### src/rtl/sram512x8_port.sv
// sram512x8_port
//   Valid/ready front-end for a single-port SRAM macro with a registered
//   read output (SRAM1RW512x8). Each accepted request becomes one macro
//   operation in the same cycle. Reads return data one cycle later on the
//   response channel. A 2-entry skid FIFO absorbs response backpressure.
//
//   Optional feature macro: SRAM_PORT_INIT_EN
//     When defined, the block zero-fills the whole array after every reset,
//     one word per cycle, before it accepts requests.
//
// Ports
//   clk, rst_n            clock (also macro CE), async active-low reset
//   req_valid/req_ready   request handshake
//   req_we/addr/wdata     request payload (we=1 write, 0 read)
//   rsp_valid/rsp_ready   response handshake (reads only)
//   rsp_rdata             read data
//   sram_csb/web/oeb      macro strobes, active low
//   sram_a, sram_i        macro address / write data
//   sram_o                macro registered read data
module sram512x8_port #(
   parameter int ADDR_W = 9,
   parameter int DATA_W = 8
) (
   input  logic              clk,
   input  logic              rst_n,
   input  logic              req_valid,
   output logic              req_ready,
   input  logic              req_we,
   input  logic [ADDR_W-1:0] req_addr,
   input  logic [DATA_W-1:0] req_wdata,
   output logic              rsp_valid,
   input  logic              rsp_ready,
   output logic [DATA_W-1:0] rsp_rdata,
   output logic              sram_csb,
   output logic              sram_web,
   output logic              sram_oeb,
   output logic [ADDR_W-1:0] sram_a,
   output logic [DATA_W-1:0] sram_i,
   input  logic [DATA_W-1:0] sram_o
);

   logic                   running;   // accepting requests this cycle
   logic                   acc;
   logic                   rd_pend;   // sram_o carries read data this cycle
   logic [1:0]             cnt;       // skid FIFO occupancy
   logic                   wr_ptr;
   logic                   rd_ptr;
   logic [1:0][DATA_W-1:0] fifo_q;
   logic                   push;
   logic                   pop;

`ifdef SRAM_PORT_INIT_EN
   typedef enum logic {S_INIT, S_RUN} state_t;

   state_t            state, state_nxt;
   logic [ADDR_W-1:0] init_addr;
   logic              init_wr;

   always_ff @(posedge clk or negedge rst_n) begin
      if (!rst_n) begin
         state     <= S_INIT;
         init_addr <= '0;
      end else begin
         state <= state_nxt;
         if (state == S_INIT) init_addr <= init_addr + 1'b1;
      end
   end

   // rst_n gates the strobes so nothing reaches the macro while in reset.
   always_comb begin
      state_nxt = state;
      init_wr   = 1'b0;
      running   = 1'b0;
      case (state)
         S_INIT: begin
            init_wr = rst_n;
            if (init_addr == {ADDR_W{1'b1}}) state_nxt = S_RUN;
         end
         S_RUN:   running = rst_n;
         default: state_nxt = S_INIT;
      endcase
   end

   assign sram_csb = ~(acc | init_wr);
   assign sram_web = ~((acc & req_we) | init_wr);
   assign sram_oeb = ~(acc & ~req_we);
   assign sram_a   = init_wr ? init_addr : req_addr;
   assign sram_i   = init_wr ? '0 : req_wdata;
`else
   // Combinational rst_n term keeps req_ready (and so every strobe) low
   // while reset is held, and lets the block run from the first cycle after.
   assign running  = rst_n;

   assign sram_csb = ~acc;
   assign sram_web = ~(acc & req_we);
   assign sram_oeb = ~(acc & ~req_we);
   assign sram_a   = req_addr;
   assign sram_i   = req_wdata;
`endif

   // Count the in-flight read in rd_pend so the FIFO can never overflow;
   // req_ready depends only on state, never on rsp_ready.
   assign req_ready = running & ((cnt + {1'b0, rd_pend}) < 2'd2);
   assign acc       = req_valid & req_ready;

   // Empty FIFO: present the macro output directly (bypass).
   assign rsp_valid = rd_pend | (cnt != 2'd0);
   assign rsp_rdata = (cnt == 2'd0) ? sram_o : fifo_q[rd_ptr];

   assign pop  = (cnt != 2'd0) & rsp_ready;
   // Macro data must be captured unless it left through the bypass.
   assign push = rd_pend & ((cnt != 2'd0) | ~rsp_ready);

   always_ff @(posedge clk or negedge rst_n) begin
      if (!rst_n) begin
         rd_pend <= 1'b0;
         cnt     <= 2'd0;
         wr_ptr  <= 1'b0;
         rd_ptr  <= 1'b0;
      end else begin
         rd_pend <= acc & ~req_we;
         case ({push, pop})
            2'b10:   cnt <= cnt + 2'd1;
            2'b01:   cnt <= cnt - 2'd1;
            default: cnt <= cnt;
         endcase
         if (push) wr_ptr <= ~wr_ptr;
         if (pop)  rd_ptr <= ~rd_ptr;
      end
   end

   always_ff @(posedge clk) begin
      if (push) fifo_q[wr_ptr] <= sram_o;
   end

endmodule

### config.mk
export PLATFORM = sky130hd
export DESIGN_NAME = sram512x8_port
export DESIGN_NICKNAME = d
export VERILOG_FILES = /design/src/rtl/sram512x8_port.sv
export SDC_FILE = /design/constraint.sdc
export NUM_CORES = 1
export LEC_CHECK = 0
export CORE_AREA = 2 2 56 58
export CTS_BUF_LIST = sky130_fd_sc_hd__clkbuf_8
export DETAILED_ROUTE_END_ITERATION = 8
export DIE_AREA = 0 0 58 60
export GPL_TIMING_DRIVEN = 0
export PLACE_DENSITY_LB_ADDON = 0.2
export SYNTH_ARGS = -nofsm -noshare
export SYNTH_HDL_FRONTEND = slang
export SYNTH_SLANG_ARGS = --single-unit
### constraint.sdc
create_clock -name clk -period 2.5 [get_ports clk]
set_clock_uncertainty 0.2 [all_clocks]
set_input_delay 0.75 -clock clk [delete_from_list [all_inputs] [get_ports clk]]
set_output_delay 0.75 -clock clk [all_outputs]
set_load 0.01 [all_outputs]
==> run summary <==
Core Footprint = 2900 µm²
Hold Crit Class = in -> async
GPL Wtd Cong = 0.686
Num CTS Buffers = 3
Top cells by area, synth = edfxtp_1 45%, buf_4 13%, dfrtp_1 12%
N_diodes = 0
Fillers = 251
Post-DP Area = 1530 µm²
Pint = 0.906 mW
PnR worst setup slack = 54.2 ps
Worst skew pair latency = 250 ps
Mapped Nets = 118
Port Buf Inserts = 42
Design area = 1600 µm²
Post-route ant nets = 0
Critical path fanouts, max = 4
Synth-to-layout area growth = 50.2%
CTS root buffer = clkbuf_8
Post-Syn Area = 1070 µm²
Dpl ws = -818 ps
Horiz. Die Dim = 58 µm
Wirelength per Cell = 12.6 µm
Crit. End Element = primary output
Dpl cells = 162
Slew at the pin with the worst max-slew slack = 725 ps
Post-layout util = 0.552
Min cycle time layout = 2450 ps
Die footprint = 3480 µm²
Largest net degree at the start of global routing = 13
CTS tree = built
Top cell by count, worst path = buf_6
Detail Placement HPWL = 1.60 mm
Outcome = complete, no violations
Die H = 60 µm
CTS sink cnt = 21
Final worst path period share = 0.978
Total track usage = 0.137
Worst r2r src = cnt[1]
Register share of total power = 0.336
Hold Slack = 89.0 ps
Max incr delay on CP = 420 ps
Netlist cell types = 21
Ys flop type = edfxtp_1
Grt ovf = 0
Mapped Cells = 87
Final Non-Filler Cells = 172
Post-synth top area share = 0.451
CP Class = reg -> out
Crit start category = flop
Max Slew Vio Count = 0
Comb pwr share = 0.507
Post-synthesis async set-or-reset flop share = 0.238
Final hold violations = 0
Clk pwr share = 0.156
Layout cell share with drive strength beyond 1 = 0.367
Row Count = 20
Routed via count = 772
CP cell instances = buf_6 > and3_4 > o211ai_2 > or2_2 > buf_6
Drt pass-1 iters = 3
Vias in the first global route = 839
Critical Path Start = cnt[1]
Synth warn = 0
Initial core utilization = 0.367
Vias per cell = 4.49
EDFF count, synth = 16
Largest area contributor in the netlist = edfxtp_1
Setup-failing EPs final = 0
Nets@finish = 171
Pwr Density = 863 nW/µm²
Max-Cap Viols = 0
Seq/Total Area, Yosys = 0.568
R2R Path End = fifo_q[12]
CP bufs+invs = 2
Worst Path Required = 1550 ps
Clock-pin slew on the worst setup and hold paths = 70 ps
Hold Buf Count CTS = 0
Flop and latch count out of synthesis = 21
Worst R2R Setup Slack = 540 ps
Routed wire length = 2.17 mm
Relative slew slack = 0.515
First-pass GRT wire length = 3.64 mm
Initial antenna violation count = 0
Switching fraction of total power = 0.345
Total I/O pin count = 60
First-iteration detailed-routing DRC count = 8
Crit path DAT = 1500 ps
CTS Buffer Depth = 2
Cells on worst reg2reg path = 4
Achievable Freq = 409 MHz
Max IR drop VDD = 559 µV
CP max stage cell = dfrtp_1
Crit path max-delay family = simple AND/OR/NAND/NOR gates
Syn Area/Cell = 12.3 µm²
Pleak = 0.696 nW
H-Tree Depth = 1
Post-synth top cells = 18 x buf_4, 16 x edfxtp_1, 12 x nor2_1, 9 x a21oi_1, 8 x mux2i_1
Drt drc = 0
Most common cell in the netlist = buf_4
Sw power = 0.477 mW
## worst max-delay path by stage
stage                   endpoint  slack, ps  depth (start not counted)
floorplan               sram_oeb        370                          2
global placement        sram_oeb       -800                          4
detailed placement      sram_oeb       -820                          4
CTS                 rsp_rdata[4]          1                          4
global route            sram_oeb        -30                          5
finish                  sram_oeb         50                          5
## area by class of cell
type	count	area [µm²]	share of cell area
multi-input cells	44	332	0.207
clock buffers	3	41.3	0.0258
flip-flops and latches	21	606	0.378
well taps	33	41.3	0.0258
plain buffers	19	144	0.0898
repair buffers	49	425	0.266
inverters	2	7.51	0.00469
clock inverters	1	5.00	0.00312
## power by group through the flow
| stage | logic [mW] | registers (mW) | clock network, mW |
|---|---|---|---|
| after floorplan | 0.391 | 0.467 | 0 |
| after global routing | 0.768 | 0.474 | 0.239 |
| after CTS | 0.666 | 0.458 | 0.225 |
| final | 0.701 | 0.465 | 0.216 |
| after global placement | 0.679 | 0.473 | 0 |
| after detailed placement | 0.688 | 0.477 | 0 |
## timing repair
action / 4_1_cts / 5_1_grt
buffers inserted: 5 / 2
gates resized for setup: 58 / 11
setup endpoints to repair: 13 / 10
cloned: 0 / 0
pin swaps: 0 / 1
## registers in the layout (all words and copies together), names as in the netlist
| name | cells |
|---|---|
| rd_pend | 1 |
| wr_ptr | 1 |
| rd_ptr | 1 |
| fifo_q | 16 |
| cnt | 2 |
## per-stage QoR
stage	power, mW	TNS (ps)
floorplan	0.858	0
global placement	1.15	-5950
detailed placement	1.17	-6620
CTS	1.35	0
global route	1.48	-29.6
finish	1.38	0
## logic make-up (layout without fill, tap and decap cells)
kind of cell	after synthesis	count (layout)	synth area share
buffers and inverters	22	74	0.149
flip-flops	21	21	0.568
AND/OR/NAND/NOR	18	18	0.0786
AO/OA/AOI/OAI	12	12	0.0763
multiplexers	8	8	0.0751
XOR/XNOR	5	5	0.0411
adder cells (fa/ha/maj)	1	1	0.0117
## per-layer routing
layer	part of all wire	global-route usage	vias to the layer above	wire (µm)
met5	0	0	-	0
met4	0	0.0498	0	0
met3	0.074	0.0281	0	161
met2	0.55	0.252	31	1200
met1	0.37	0.157	354	814
li1	-	-	387	-
## layout by cell type, fill, tap and decap left out, drive strengths merged
| master | Yosys | final |
|---|---|---|
| a21oi | 9 | 9 |
| and2 | 1 | 1 |
| and3 | 1 | 1 |
| buf | 19 | 36 |
| clkbuf | 1 | 4 |
| clkdlybuf4s50 | 0 | 18 |
| clkinv | 0 | 1 |
| dfrtp | 5 | 5 |
| dlygate4sd2 | 0 | 11 |
| dlymetal6s2s | 0 | 2 |
| edfxtp | 16 | 16 |
| ha | 1 | 1 |
| inv | 2 | 2 |
| mux2i | 8 | 8 |
| nand3 | 1 | 1 |
| nor2 | 12 | 12 |
| o211ai | 1 | 1 |
| o21a | 1 | 1 |
| o21ai | 1 | 1 |
| or2 | 2 | 2 |
| or3 | 1 | 1 |
| xnor2 | 3 | 3 |
| xor2 | 2 | 2 |
Note: power is estimated with default switching activity, not from simulation.
